### src/rtl/branch_resolve.sv
// Registered branch-decision stage: evaluates the RV32I branch condition,
// computes the redirect target and hands the result to fetch over a
// valid/ready handshake, with flush and wrap-around branch statistics.
module branch_resolve #(
    parameter int NUM_SIZE = 32,
    parameter int CNT_SIZE = 16
) (
    input  logic                clk,
    input  logic                rstN,
    input  logic                flush,
    input  logic                inValid,
    output logic                inReady,
    input  logic [2:0]          funct3,
    input  logic [NUM_SIZE-1:0] rs1Val,
    input  logic [NUM_SIZE-1:0] rs2Val,
    input  logic [NUM_SIZE-1:0] pc,
    input  logic [NUM_SIZE-1:0] imm,
    output logic                outValid,
    input  logic                outReady,
    output logic                taken,
    output logic [NUM_SIZE-1:0] target,
    output logic                misaligned,
    output logic                illegal,
    output logic [CNT_SIZE-1:0] branchCount,
    output logic [CNT_SIZE-1:0] takenCount
);

    // Branch condition; signed operands make the BLT/BGE compare two's complement.
    function automatic logic condEval(input logic [2:0] f,
                                      input logic signed [NUM_SIZE-1:0] a,
                                      input logic signed [NUM_SIZE-1:0] b);
        logic eq;
        logic lt;
        logic ltu;
        eq  = (a == b);
        lt  = (a < b);
        ltu = ($unsigned(a) < $unsigned(b));
        case (f)
            3'b000:  condEval = eq;
            3'b001:  condEval = !eq;
            3'b100:  condEval = lt;
            3'b101:  condEval = !lt;
            3'b110:  condEval = ltu;
            3'b111:  condEval = !ltu;
            default: condEval = 1'b0;
        endcase
    endfunction

    function automatic logic isIllegal(input logic [2:0] f);
        isIllegal = (f == 3'b010) || (f == 3'b011);
    endfunction

    logic signed [NUM_SIZE-1:0] rs1_p0;
    logic signed [NUM_SIZE-1:0] rs2_p0;
    logic                       taken_p0;
    logic                       ill_p0;
    logic                       mis_p0;
    logic        [NUM_SIZE-1:0] target_p0;

    logic                       vld_p1;
    logic                       taken_p1;
    logic                       ill_p1;
    logic                       mis_p1;
    logic        [NUM_SIZE-1:0] target_p1;
    logic        [CNT_SIZE-1:0] branchCnt;
    logic        [CNT_SIZE-1:0] takenCnt;

    logic inXfer;
    logic outXfer;

    assign rs1_p0 = rs1Val;
    assign rs2_p0 = rs2Val;

    assign inReady = !vld_p1 || outReady;
    assign inXfer  = inValid && inReady && !flush;
    assign outXfer = vld_p1 && outReady && !flush;

    // ---- stage p0: combinational condition and target evaluation ----
    // Illegal encodings fall through condEval as not-taken, so they steer to pc+4.
    always_comb begin
        ill_p0    = isIllegal(funct3);
        taken_p0  = condEval(funct3, rs1_p0, rs2_p0);
        target_p0 = taken_p0 ? (pc + imm) : (pc + NUM_SIZE'(4));
        mis_p0    = taken_p0 && (target_p0[1:0] != 2'b00);
    end

    // ---- stage p1: one-entry output register ----
    // Valid tracks the handshake; flush wins over any same-cycle capture.
    always_ff @(posedge clk or negedge rstN) begin
        if (!rstN) begin
            vld_p1 <= 1'b0;
        end else if (flush) begin
            vld_p1 <= 1'b0;
        end else if (inXfer) begin
            vld_p1 <= 1'b1;
        end else if (outReady) begin
            vld_p1 <= 1'b0;
        end
    end

    // Result fields load only on an accepted request and otherwise keep their value.
    always_ff @(posedge clk or negedge rstN) begin
        if (!rstN) begin
            taken_p1  <= 1'b0;
            target_p1 <= '0;
            mis_p1    <= 1'b0;
            ill_p1    <= 1'b0;
        end else if (inXfer) begin
            taken_p1  <= taken_p0;
            target_p1 <= target_p0;
            mis_p1    <= mis_p0;
            ill_p1    <= ill_p0;
        end
    end

    // Statistics count completed handshakes and wrap naturally; flush never clears them.
    always_ff @(posedge clk or negedge rstN) begin
        if (!rstN) begin
            branchCnt <= '0;
            takenCnt  <= '0;
        end else if (outXfer) begin
            branchCnt <= branchCnt + CNT_SIZE'(1);
            if (taken_p1) begin
                takenCnt <= takenCnt + CNT_SIZE'(1);
            end
        end
    end

    assign outValid    = vld_p1;
    assign taken       = taken_p1;
    assign target      = target_p1;
    assign misaligned  = mis_p1;
    assign illegal     = ill_p1;
    assign branchCount = branchCnt;
    assign takenCount  = takenCnt;

endmodule

### config.mk
export PLATFORM = sky130hd
export DESIGN_NAME = branch_resolve
export DESIGN_NICKNAME = d
export VERILOG_FILES = /design/src/rtl/branch_resolve.sv
export SDC_FILE = /design/constraint.sdc
export NUM_CORES = 1
export LEC_CHECK = 0
export ABC_AREA = 1
export CELL_PAD_IN_SITES_DETAIL_PLACEMENT = 1
export CELL_PAD_IN_SITES_GLOBAL_PLACEMENT = 1
export CORE_AREA = 8 8 159 161
export CTS_CLUSTER_DIAMETER = 30
export CTS_CLUSTER_SIZE = 40
export DETAILED_ROUTE_END_ITERATION = 8
export DIE_AREA = 0 0 167 169
export PLACE_DENSITY_LB_ADDON = 0.25
export SYNTH_ARGS = -nofsm -noshare
export SYNTH_HDL_FRONTEND = slang
export SYNTH_SLANG_ARGS = --single-unit
### constraint.sdc
create_clock -name clk -period 1.65 [get_ports clk]
set_input_delay 0.165 -clock clk [delete_from_list [all_inputs] [get_ports clk]]
set_output_delay 0.165 -clock clk [all_outputs]
set_load 0.01 [all_outputs]
==> reports/qor.yml <==
dp_hpwl_um: 22500
first_pass_iters: 4
finalWirelength_um: 31400
synth-compound-area-share: 0.118
cts_buffers: 9
hold_path_class: "input port to async pin"
grt_pass1_wl_um: 47500
layout_setup_ws_ps: -383
leakage_nw: 6.07
slew_viol_final: 0
synthFlopType: "dfrtp_1"
crit_fanout: 5
io_buffers: 204
drt_iter0_markers: 385
worstRegToRegCells: 8
r2r-end: "takenCount[15]"
fin_util: 0.565
clk_pin_slew_ps: 60
insertion_delay_ps: 320
ys_seq_area_frac: 0.262
r2r_start: "outValid"
core_area_um2: 22900
drv_cap: 0
clock_path_buffers: 2
die_x_um: 167
worst_pin_slew_ps: 412
fin_setup_tns_ps: -10970
synth-edff-count: 0
ys_types: 46
multi_input_area_um2: 6340
fillCellCount: 2672
end_kind: "register"
reg2reg_setup_slack_ps: -50
ios: 205
path_class: "input port to register"
skew_ps: 4.39
powerDensity_nw_per_um2: 644
synthAdderAreaFrac: 0.130
ir_worst_vdd_uv: 460
h-tree-depth: 3
final_nets: 1591
antenna_left: 0
drive_gt1_frac: 0.504
first_global_vias: 9196
die-area_um2: 28200
synth_commonest_cells: "nand2_1, inv_1, nor2_1"
start_util: 0.284
crit_required_ps: 1910
gr-usage-all-layers: 0.208
crit_start: "rs2Val[21]"
drc_errors: 0
seqCellArea_um2: 1700
synth_top_family_by_area: "simple AND/OR/NAND/NOR gates"
synth_simple_gate_area_frac: 0.301
max_slew_margin: 0.724
start_kind: "input port"
viasPerCell: 4.90
grt_max_degree: 69
wl_per_cell_um: 18.7
synth_area_um2: 6500
syn_inst: 936
syn-num-nets: 1139
setup_violations: 38
rsz0062_at_grt: "true"
yosys_warnings: 0
synth_area_leaders: "dfrtp_1, nand2_1, ha_1"
clock-sinks: 68
netlist.top_cell.by_area: "dfrtp_1"
synthXorXnorAreaFrac: 0.108
synthArstFlopShare: 1.00
fmax_mhz: 492
die_h_um: 169
cts_tree: "done"
antenna_cells: 0
core.rowCount: 56
gp_congestion: 0.895
area_delta_synth_final_pct: 99.0
synth_most_common_cell: "nand2_1"
synthMuxAreaShare: 0.00173
hold_violations: 0
critical_path_arrival_ps: 2300
yosys.area.top_type_share: 0.262
ys_ff_latch: 68
synth.avg_cell_area_um2: 6.94
num_vias: 8244
root_buffer: "clkbuf_16"
outcome: "finished with violations"
finalCritPeriodShare: 1.23
fin_crit_ps: 2030
antenna_found_initial: 0
overflow: 0
violations: "setup timing"
[layout by cell type (no fill, tap or decap), types with 6 or more instances in the layout]
cell / count
inv_2: 37
o21ai_1: 15
buf_12: 6
buf_4: 223
xor2_1: 46
nor2_4: 23
a21oi_2: 29
clkdlybuf4s50_1: 89
nand3_1: 19
ha_1: 9
buf_6: 23
xnor2_1: 21
nand3_2: 18
dfrtp_1: 67
nand2_2: 68
a21oi_1: 17
nor3_2: 8
o21ai_0: 9
nor2_1: 43
inv_1: 74
nand2_4: 27
a21oi_4: 10
buf_2: 25
clkdlybuf4s15_1: 11
xor2_2: 11
o21ai_2: 25
nand2_1: 157
clkbuf_16: 9
dlygate4sd2_1: 35
nor2_2: 22
nand3_4: 10
a21o_1: 6
nor3_1: 10
nand4_1: 24
clkbuf_2: 31
ha_4: 54
a31oi_1: 9
[metal layers]
metal	vias up	share of wire	global-route usage
met5	-	0	0
met4	0	0.017	0.0486
met3	40	0.029	0.0235
met2	161	0.54	0.397
met1	4071	0.41	0.245
li1	3972	-	-
[power by group]
part           total (W)  switching, W  internal, W
Sequential       0.00210      0.000177      0.00193
Clock            0.00173      0.000671      0.00105
Combinational    0.00451       0.00228      0.00223
[worst max-delay path, cell delays in order]
cell and delay (ps):
buf_8 110, inv_12 40, ha_4 200, a21oi_2 130
nor2_2 60, nor2_2 140, nand3_4 100, a21oi_4 210
nand2_4 90, nand2_2 70, nand2_2 60, nor2_4 180
nand3_4 140, buf_6 150, buf_6 120, a21oi_2 150
o21ai_1 100, nand2_1 70
[kinds of logic (layout without fill, tap and decap cells)]
| family | count (synthesis) | count (layout) |
|---|---|---|
| AO/OA/AOI/OAI | 139 | 139 |
| XOR/XNOR | 80 | 80 |
| adder cells (fa/ha/maj) | 67 | 67 |
| buffers and inverters | 131 | 587 |
| flip-flops | 68 | 68 |
| multiplexers | 1 | 1 |
| AND/OR/NAND/NOR | 450 | 451 |
[registers in the layout, summed over array words and instances, names as in the netlist]
signal / cells
misaligned: 1
branchCount: 16
takenCount: 16
target: 32
illegal: 1
taken: 1
outValid: 1
[layout make-up]
type	count	share of cell area
Tap cell	290	0.0281
Inverter	116	0.0354
Clock inverter	2	0.000774
Multi-Input combinational cell	738	0.490
Sequential cell	68	0.132
Clock buffer	14	0.0196
Timing Repair Buffer	455	0.294
[how the worst max path moves through the flow]
stage,endpoint,slack (ps),cells after the start
floorplan,target[26],-290,16
global placement,target[5],-1210,18
detailed placement,target[6],-1290,16
CTS,target[30],-290,18
global route,target[2],-470,20
finish,target[2],-380,18
[repair_timing]
item | CTS | global route
hold buffers | 1 | 0
gates cloned | 4 | 0
hold endpoints to repair | 68 | 0
resized for setup | 536 | 210
pin swaps | 187 | 153
endpoints found under the setup margin | 41 | 45
setup buffers | 35 | 13
[per-stage QoR]
stage | cell area, µm² | setup WS (ps) | cells | hold WS [ps] | power [W]
2_1_floorplan | 6640 | -294 | 936 | -131 | 0.00348
3_3_place_gp | 10600 | -1210 | 1619 | 219 | 0.00547
3_5_place_dp | 10600 | -1290 | 1619 | 225 | 0.00555
4_1_cts | 12300 | -287 | 1673 | 411 | 0.00794
5_1_grt | 12900 | -470 | 1683 | 442 | 0.00882
6_report | 12900 | -383 | 1683 | 387 | 0.00834
Power figures use the tool's default switching activity.
